File: src/rtl/trace_line_arbiter.sv
// trace_line_arbiter: round-robin line arbiter feeding two trace character sources
// into one shared format checker and capturing its per-line verdict.
module trace_line_arbiter #(
    parameter int MAX_LINE_LEN = 64
) (
    input  logic        clk,
    input  logic        reset,
    input  logic        src0_valid,
    input  logic [7:0]  src0_char,
    output logic        src0_ready,
    input  logic        src1_valid,
    input  logic [7:0]  src1_char,
    output logic        src1_ready,
    output logic [7:0]  chk_char,
    input  logic [1:0]  chk_format_type,
    output logic        res_valid,
    output logic        res_src,
    output logic [1:0]  res_type,
    output logic        abort,
    output logic [15:0] bad_cnt
);
    localparam int LW = $clog2(MAX_LINE_LEN + 2);
    localparam logic [7:0] CARET = 8'h5E;
    localparam logic [7:0] HASH  = 8'h23;

    typedef enum logic [2:0] {IDLE, STREAM, DRAIN, RESULT, FLUSH} state_t;

    state_t        state_q, state_d;
    logic          g_q, g_d, last_q, last_d;
    logic [LW-1:0] len_q, len_d;
    logic [7:0]    chk_char_q, chk_char_d;
    logic          res_valid_q, res_valid_d, res_src_q, res_src_d, abort_q, abort_d;
    logic [1:0]    res_type_q, res_type_d;
    logic [15:0]   bad_cnt_q, bad_cnt_d;
    logic          start0, start1, win, g_valid;
    logic [7:0]    g_char;

    assign start0  = src0_valid && src0_char == CARET;
    assign start1  = src1_valid && src1_char == CARET;
    // on a tie the source that did not own the previous line wins
    assign win     = (start0 && start1) ? ~last_q : start1;
    assign g_valid = g_q ? src1_valid : src0_valid;
    assign g_char  = g_q ? src1_char : src0_char;

    always_comb begin
        state_d     = state_q;
        g_d         = g_q;
        last_d      = last_q;
        len_d       = len_q;
        chk_char_d  = 8'h00;
        res_valid_d = 1'b0;
        res_src_d   = res_src_q;
        res_type_d  = res_type_q;
        abort_d     = 1'b0;
        bad_cnt_d   = bad_cnt_q;
        src0_ready  = 1'b0;
        src1_ready  = 1'b0;
        case (state_q)
            IDLE: begin
                src0_ready = src0_valid && !(start0 && win);
                src1_ready = src1_valid && !(start1 && !win);
                if (start0 || start1) begin
                    g_d        = win;
                    chk_char_d = CARET;
                    len_d      = LW'(1);
                    state_d    = STREAM;
                end
            end
            STREAM: begin
                src0_ready = g_valid && !g_q;
                src1_ready = g_valid && g_q;
                if (g_valid && g_char == HASH) begin
                    chk_char_d = g_char;
                    len_d      = len_q + LW'(1);
                    state_d    = DRAIN;
                end else if (g_valid && len_q < LW'(MAX_LINE_LEN)) begin
                    chk_char_d = g_char;
                    len_d      = len_q + LW'(1);
                end else begin
                    abort_d   = 1'b1;
                    last_d    = g_q;
                    res_src_d = g_q;
                    state_d   = g_valid ? FLUSH : IDLE;
                end
            end
            DRAIN: state_d = RESULT;
            RESULT: begin
                res_valid_d = 1'b1;
                res_type_d  = chk_format_type;
                res_src_d   = g_q;
                last_d      = g_q;
                bad_cnt_d   = bad_cnt_q + {15'd0, chk_format_type == 2'd0 && bad_cnt_q != 16'hFFFF};
                state_d     = IDLE;
            end
            FLUSH: begin
                src0_ready = g_valid && !g_q;
                src1_ready = g_valid && g_q;
                if (!g_valid || g_char == HASH) state_d = IDLE;
            end
            default: state_d = IDLE;
        endcase
    end

    always_ff @(posedge clk) begin
        if (reset) begin
            state_q     <= IDLE;
            g_q         <= 1'b0;
            last_q      <= 1'b1;
            len_q       <= '0;
            chk_char_q  <= 8'h00;
            res_valid_q <= 1'b0;
            res_src_q   <= 1'b0;
            res_type_q  <= 2'd0;
            abort_q     <= 1'b0;
            bad_cnt_q   <= 16'd0;
        end else begin
            state_q     <= state_d;
            g_q         <= g_d;
            last_q      <= last_d;
            len_q       <= len_d;
            chk_char_q  <= chk_char_d;
            res_valid_q <= res_valid_d;
            res_src_q   <= res_src_d;
            res_type_q  <= res_type_d;
            abort_q     <= abort_d;
            bad_cnt_q   <= bad_cnt_d;
        end
    end

    assign chk_char  = chk_char_q;
    assign res_valid = res_valid_q;
    assign res_src   = res_src_q;
    assign res_type  = res_type_q;
    assign abort     = abort_q;
    assign bad_cnt   = bad_cnt_q;
endmodule

File: config.mk
export PLATFORM = sky130hd
export DESIGN_NAME = trace_line_arbiter
export DESIGN_NICKNAME = d
export VERILOG_FILES = /design/src/rtl/trace_line_arbiter.sv
export SDC_FILE = /design/constraint.sdc
export NUM_CORES = 1
export LEC_CHECK = 0
export BUFFER_PORTS_ARGS = -buffer_cell sky130_fd_sc_hd__buf_4
export CORE_UTILIZATION = 59
export CTS_BUF_LIST = sky130_fd_sc_hd__clkbuf_2
export DETAILED_ROUTE_END_ITERATION = 8
export PLACE_DENSITY = 0.91
export SKIP_LAST_GASP = 1
export SYNTH_ARGS = -nofsm -noshare
export SYNTH_HDL_FRONTEND = slang
export SYNTH_SLANG_ARGS = --single-unit
export TNS_END_PERCENT = 10
File: constraint.sdc
create_clock -name clk -period 6.9 [get_ports clk]
set_clock_uncertainty 0.15 [all_clocks]
set_input_delay 1.035 -clock clk [delete_from_list [all_inputs] [get_ports clk]]
set_output_delay 1.035 -clock clk [all_outputs]
set_load 0.05 [all_outputs]
# ---- After elaboration in Yosys (flattened, before gate mapping)
# Cells that the tools add are included.
dict set report classes {
  muxes 24
  n_shift 0
  multipliers 0
  order_cmp 1
  n_reduce_logical 29
  n_div 0
  n_addsub 2
  bitwise 2
  n_eq_ne 14
}
# cell n
set ops {}
lappend ops {{two-way mux 7 bit} 4}
lappend ops {{two-way mux 8 bit} 3}
lappend ops {{adder 16 x 1 -> 16 bit} 1}
lappend ops {{equality test 8 x 7 -> 1 bit, second input constant} 2}
lappend ops {{inequality test 16 bit, second input constant} 1}
lappend ops {{one-hot mux 8 bit (2 select lines)} 1}
lappend ops {{two-way mux 3 bit} 5}
lappend ops {{one-hot mux 7 bit (2 select lines)} 1}
lappend ops {{logical AND 1 bit} 12}
lappend ops {{one-hot mux 3 bit (4 select lines)} 1}
lappend ops {{AND reduction 3 bit} 3}
lappend ops {{equality test 8 x 6 -> 1 bit, second input constant} 1}
lappend ops {{inequality test 2 bit, second input constant} 4}
lappend ops {{adder 7 x 1 -> 7 bit, second input constant} 1}
lappend ops {{less-than comparator 7 bit, second input constant} 1}
lappend ops {{equality test 3 x 2 -> 1 bit, second input constant} 2}
lappend ops {{two-way mux 1 bit} 6}
lappend ops {{inequality test 3 bit, second input constant} 2}
lappend ops {{one-hot mux 1 bit (2 select lines)} 3}
lappend ops {{zero test 1 bit} 5}
lappend ops {{nonzero test 2 bit} 2}
lappend ops {{equality test 3 x 1 -> 1 bit, second input constant} 1}
lappend ops {{equality test 3 bit, second input constant} 1}
lappend ops {{zero test 3 bit} 1}
lappend ops {{other kinds (6)} 8}
dict set report totals {
  mem_bits_rw 0
  reg_bits 41
  rom_bits 0
  latchBits 0
  mem_count 0
}

# ---- Logic depth before layout (Yosys ltp)
dict set report logic_depth {
  depth_word 9
  ltp_mapped 11
  ltp_nobuf 11
}

# ---- Least setup slack after synthesis
# No wires, ideal clock.
dict set report synth_timing {
  path_type {input port to output port}
  start {input port src0_char[7]}
  end {output port src1_ready}
  arrival_time_ns 2.590
  cell_stages 5
  path_slack_ns 3.125
  path_cell_list {nand4bb_1 > nor3_1 > nand3_1 > a22oi_1 > nor3b_1}
}
dict set report synth_between {
  elab_chain_len 9
}
# element line
set synth_rtl {}
lappend synth_rtl {{start: declaration} 9} ;# input logic [7:0] src0_char,
lappend synth_rtl {{equality test 8 x 7 -> 1 bit} 38} ;# assign start0 = src0_valid && src0_char == CARET;
lappend synth_rtl {{logical AND 1 bit} 38}
lappend synth_rtl {{logical AND 1 bit} 41} ;# assign win = (start0 && start1) ? ~last_q : start1;
lappend synth_rtl {{two-way mux 1 bit} 41}
lappend synth_rtl {{zero test 1 bit} 61} ;# src1_ready = src1_valid && !(start1 && !win);
lappend synth_rtl {{logical AND 1 bit} 61}
lappend synth_rtl {{zero test 1 bit} 61}
lappend synth_rtl {{logical AND 1 bit} 61}
lappend synth_rtl {{one-hot mux 1 bit (2 select lines)} 58} ;# case (state_q)
lappend synth_rtl {{end: declaration} 13} ;# output logic src1_ready,
# No other way between the ends.

# ---- Worst setup path after layout
# Same ends and word-level chain as after synthesis.

==> impl_metrics.py <==
metrics = {
    "sta": {
        "finalWorstSetupSlack_ns": 3.24,
        "max_freq_ghz": 0.273,
        "fin_crit_ns": 3.66,
        "tightest_slew_ns": 0.710,
        "maxSlewHeadroom_pct": 52.3,
        "period_share_pct": 53.1,
        "setup-violations-final": 0,
        "slew_viol_final": 0,
        "finalHoldViolCount": 0,
        "rsz0062_at_grt": "no",
        "whs_ns": 0.317,
        "tns_ns": 0,
    },
    "cts": {
        "cts_hold_buf": 0,
        "htreeDepth": 2,
        "clock-sinks": 41,
        "tritoncts": "yes",
        "cts_buffers": 5,
        "clock_path_buffers": 2,
        "clk_pin_slew_ns": 0.18,
        "cts.repair.resized": 0,
        "post_cts_buffers": 0,
        "clk_latency_ns": 0.39,
        "root_buffer": "clkbuf_2",
    },
    "global_routing": {
        "grt_usage_pct": 28.0,
        "antenna_found_initial": 0,
        "grt_max_degree": 27,
        "grt_pass1_vias": 1706,
        "grt_pass1_wl_um": 7710,
        "overflow": 0,
    },
    "power_and_ir_drop": {
        "power.switching_w": 0.0000898,
        "p_leak_nw": 0.987,
        "clkPwrFrac_pct": 26.5,
        "p_int_w": 0.000273,
        "switching_share_pct": 24.8,
        "power_frac_comb_pct": 7.9,
        "ir_worst_vdd_uv": 112,
        "power.density_nw_per_um2": 144,
        "p_total_w": 0.000362,
        "seqPwrFrac_pct": 65.6,
    },
    "route": {
        "drt_iter0_markers": 122,
        "route.detailed.drc": 0,
        "top_layer": "met4",
        "wl_per_cell_um": 13.7,
        "final_antenna_net_count": 0,
        "wl_um": 4600,
        "firstDrtPassIters": 5,
        "num_vias": 1920,
        "drt-met1-wl_um": 2070,
        "viasPerCell": 5.71,
        "routed-wl-met3_um": 245,
        "route.met2.wl_um": 2220,
    },
    "final_layout": {
        "synthToLayoutAreaGrowth_pct": 21.2,
        "diodes": 0,
        "fin_nets": 315,
        "drive_above_1_share_pct": 22.8,
        "fill_cells": 274,
        "stdcell_area_um2": 2510,
    },
    "critical_path": {
        "end_kind": "primary output",
        "rrSetupSlack_ns": 4.26,
        "r2r_end": "bad_cnt[9]",
        "crit_type": "primary input to primary output",
        "r2r_start": "bad_cnt[7]",
        "crit_arrival_ns": 2.48,
        "cp.required_ns": 5.71,
        "ff2ff_path_depth": 10,
        "worst-path-max-fanout": 6,
        "start_kind": "primary input",
    },
    "hold_path": {
        "hp-start": "res_type[1]",
        "holdPathStages": 2,
        "holdPathEnd": "res_type[1]",
        "holdCritPathClass": "flop to flop",
    },
    "synthesis": {
        "synthFlopType": "dfxtp_1",
        "syn_area_um2": 2070,
        "synth_edf_count": 0,
        "syn_nets": 265,
        "ys_ff_latch": 41,
        "yosysSeqAreaShare_pct": 39.6,
        "ys_types": 47,
        "syn_area_per_cell_um2": 8.67,
        "synthCells": 239,
        "synthArstFlopShare_pct": 0,
        "synth_warnings": 0,
    },
    "floorplanning": {
        "core-area_um2": 3360,
        "initial_core_util_pct": 61.6,
        "die_width_um": 61.3,
        "fp-row-count": 21,
        "die_area_um2": 3750,
        "ios": 53,
        "die_h_um": 61.3,
    },
    "placement": {
        "place_area_um2": 2470,
        "numPortBuffers": 52,
        "gp_congestion": 0.918,
        "dp_hpwl_um": 3510,
        "pre_cts_ws_ns": 3.27,
    },
    "run_status": {
        "outcome": "completed",
    },
    "flow_run": {
        "maxCapViolCount": 0,
    },
}
[kinds of logic (layout without fill, tap and decap cells)]
kind of cell / after synthesis / count (layout) / synth area share (%)
muxes: 12 / 12 / 6.40
buffers and inverters: 17 / 68 / 3.68
xor gates and xnor gates: 14 / 14 / 5.92
and+or+nand+nor: 117 / 117 / 29.7
AOI/OAI and AO/OA: 34 / 34 / 12.3
adders and majority gates: 4 / 4 / 2.42
DFF: 41 / 41 / 39.6
[cells in the mapped netlist, drive strengths merged, types with 2 or more instances]
cell / count / share of area, %
nor3: 11 / 2.7
nor2b: 2 / 0.60
o221ai: 3 / 1.3
nand2: 27 / 4.9
nand2b: 3 / 1.3
o211ai: 5 / 2.1
and3: 4 / 1.2
nor4: 5 / 1.5
a31oi: 2 / 0.60
clkbuf: 5 / 0.97
nand3b: 5 / 1.8
inv: 8 / 1.4
nand4: 6 / 1.8
and4: 3 / 1.3
nor3b: 2 / 0.72
or2: 2 / 0.72
nor2: 26 / 4.7
o21ai: 8 / 1.9
xor2: 9 / 3.8
mux2i: 12 / 6.4
or3: 2 / 0.60
a21oi: 5 / 1.4
dfxtp: 41 / 40
a22oi: 2 / 0.72
nor4b: 3 / 1.3
nand4bb: 2 / 1.1
nand3: 13 / 3.1
ha: 4 / 2.4
xnor2: 5 / 2.1
buf: 4 / 1.3
[metrics by stage]
step           cells  util, %
3_3_place_gp     328     73.5
6_report         336     74.7
3_5_place_dp     328     73.5
5_1_grt          336     74.7
2_1_floorplan    239        -
4_1_cts          336     74.7
[metal layers]
layer  up-vias  global-route usage (%)
li1        968                       -
met1       873                    35.0
met2        71                    46.4
met3         8                    7.35
met4         0                    10.1
met5         -                       0
[worst max path at each step]
stage	from	to	slack [ns]
2_1_floorplan	src0_char[7]	src1_ready	3.12
3_3_place_gp	src0_char[7]	src1_ready	3.33
3_5_place_dp	src0_char[7]	src1_ready	3.27
4_1_cts	src0_char[7]	src1_ready	3.28
5_1_grt	src0_char[7]	src1_ready	3.09
6_report	src0_char[7]	src1_ready	3.24
[layout make-up]
| cell class | count | area, um2 | area share [%] |
|---|---|---|---|
| tap | 46 | 57.6 | 2.29 |
| multi-input combinational | 181 | 1170 | 46.8 |
| clock buffer | 5 | 25.0 | 0.997 |
| sequential | 41 | 821 | 32.7 |
| inverter | 8 | 30.0 | 1.20 |
| clock inverter | 3 | 12.5 | 0.498 |
| timing repair buffer | 52 | 390 | 15.5 |
[worst max-delay path, cell delays in order]
cell	delay, ns
buf_4	0.12
nand4bb_1	0.20
nor3_1	0.51
nand3_1	0.14
a22oi_1	0.18
nor3b_1	0.08
buf_4	0.20
[cells in the final DEF, fill, tap and decap left out, drive strengths merged, types with 4 or more instances in the layout]
master,count
nor3,11
o211ai,5
xnor2,5
nand3,13
nand4,6
ha,4
and3,4
mux2i,12
xor2,9
nand3b,5
dfxtp,41
a21oi,5
nand2,27
buf,52
inv,8
nor2,26
clkbuf,5
nor4,5
o21ai,8
[power by group through the flow]
stage / logic (W) / clock network, W / registers (W)
after floorplan: 0.0000124 / 0 / 0.000243
after global placement: 0.0000279 / 0 / 0.000242
after detailed placement: 0.0000280 / 0 / 0.000242
after CTS: 0.0000281 / 0.0000996 / 0.000238
after global routing: 0.0000305 / 0.000112 / 0.000238
final: 0.0000287 / 0.0000961 / 0.000238
[registers in the layout (all words and copies together), names as in the netlist]
name,cells
state_q,3
res_valid,1
len_q,7
last_q,1
g_q,1
res_type,2
abort,1
res_src,1
chk_char,8
bad_cnt,16
No activity file was read; power rests on OpenSTA's default activity.
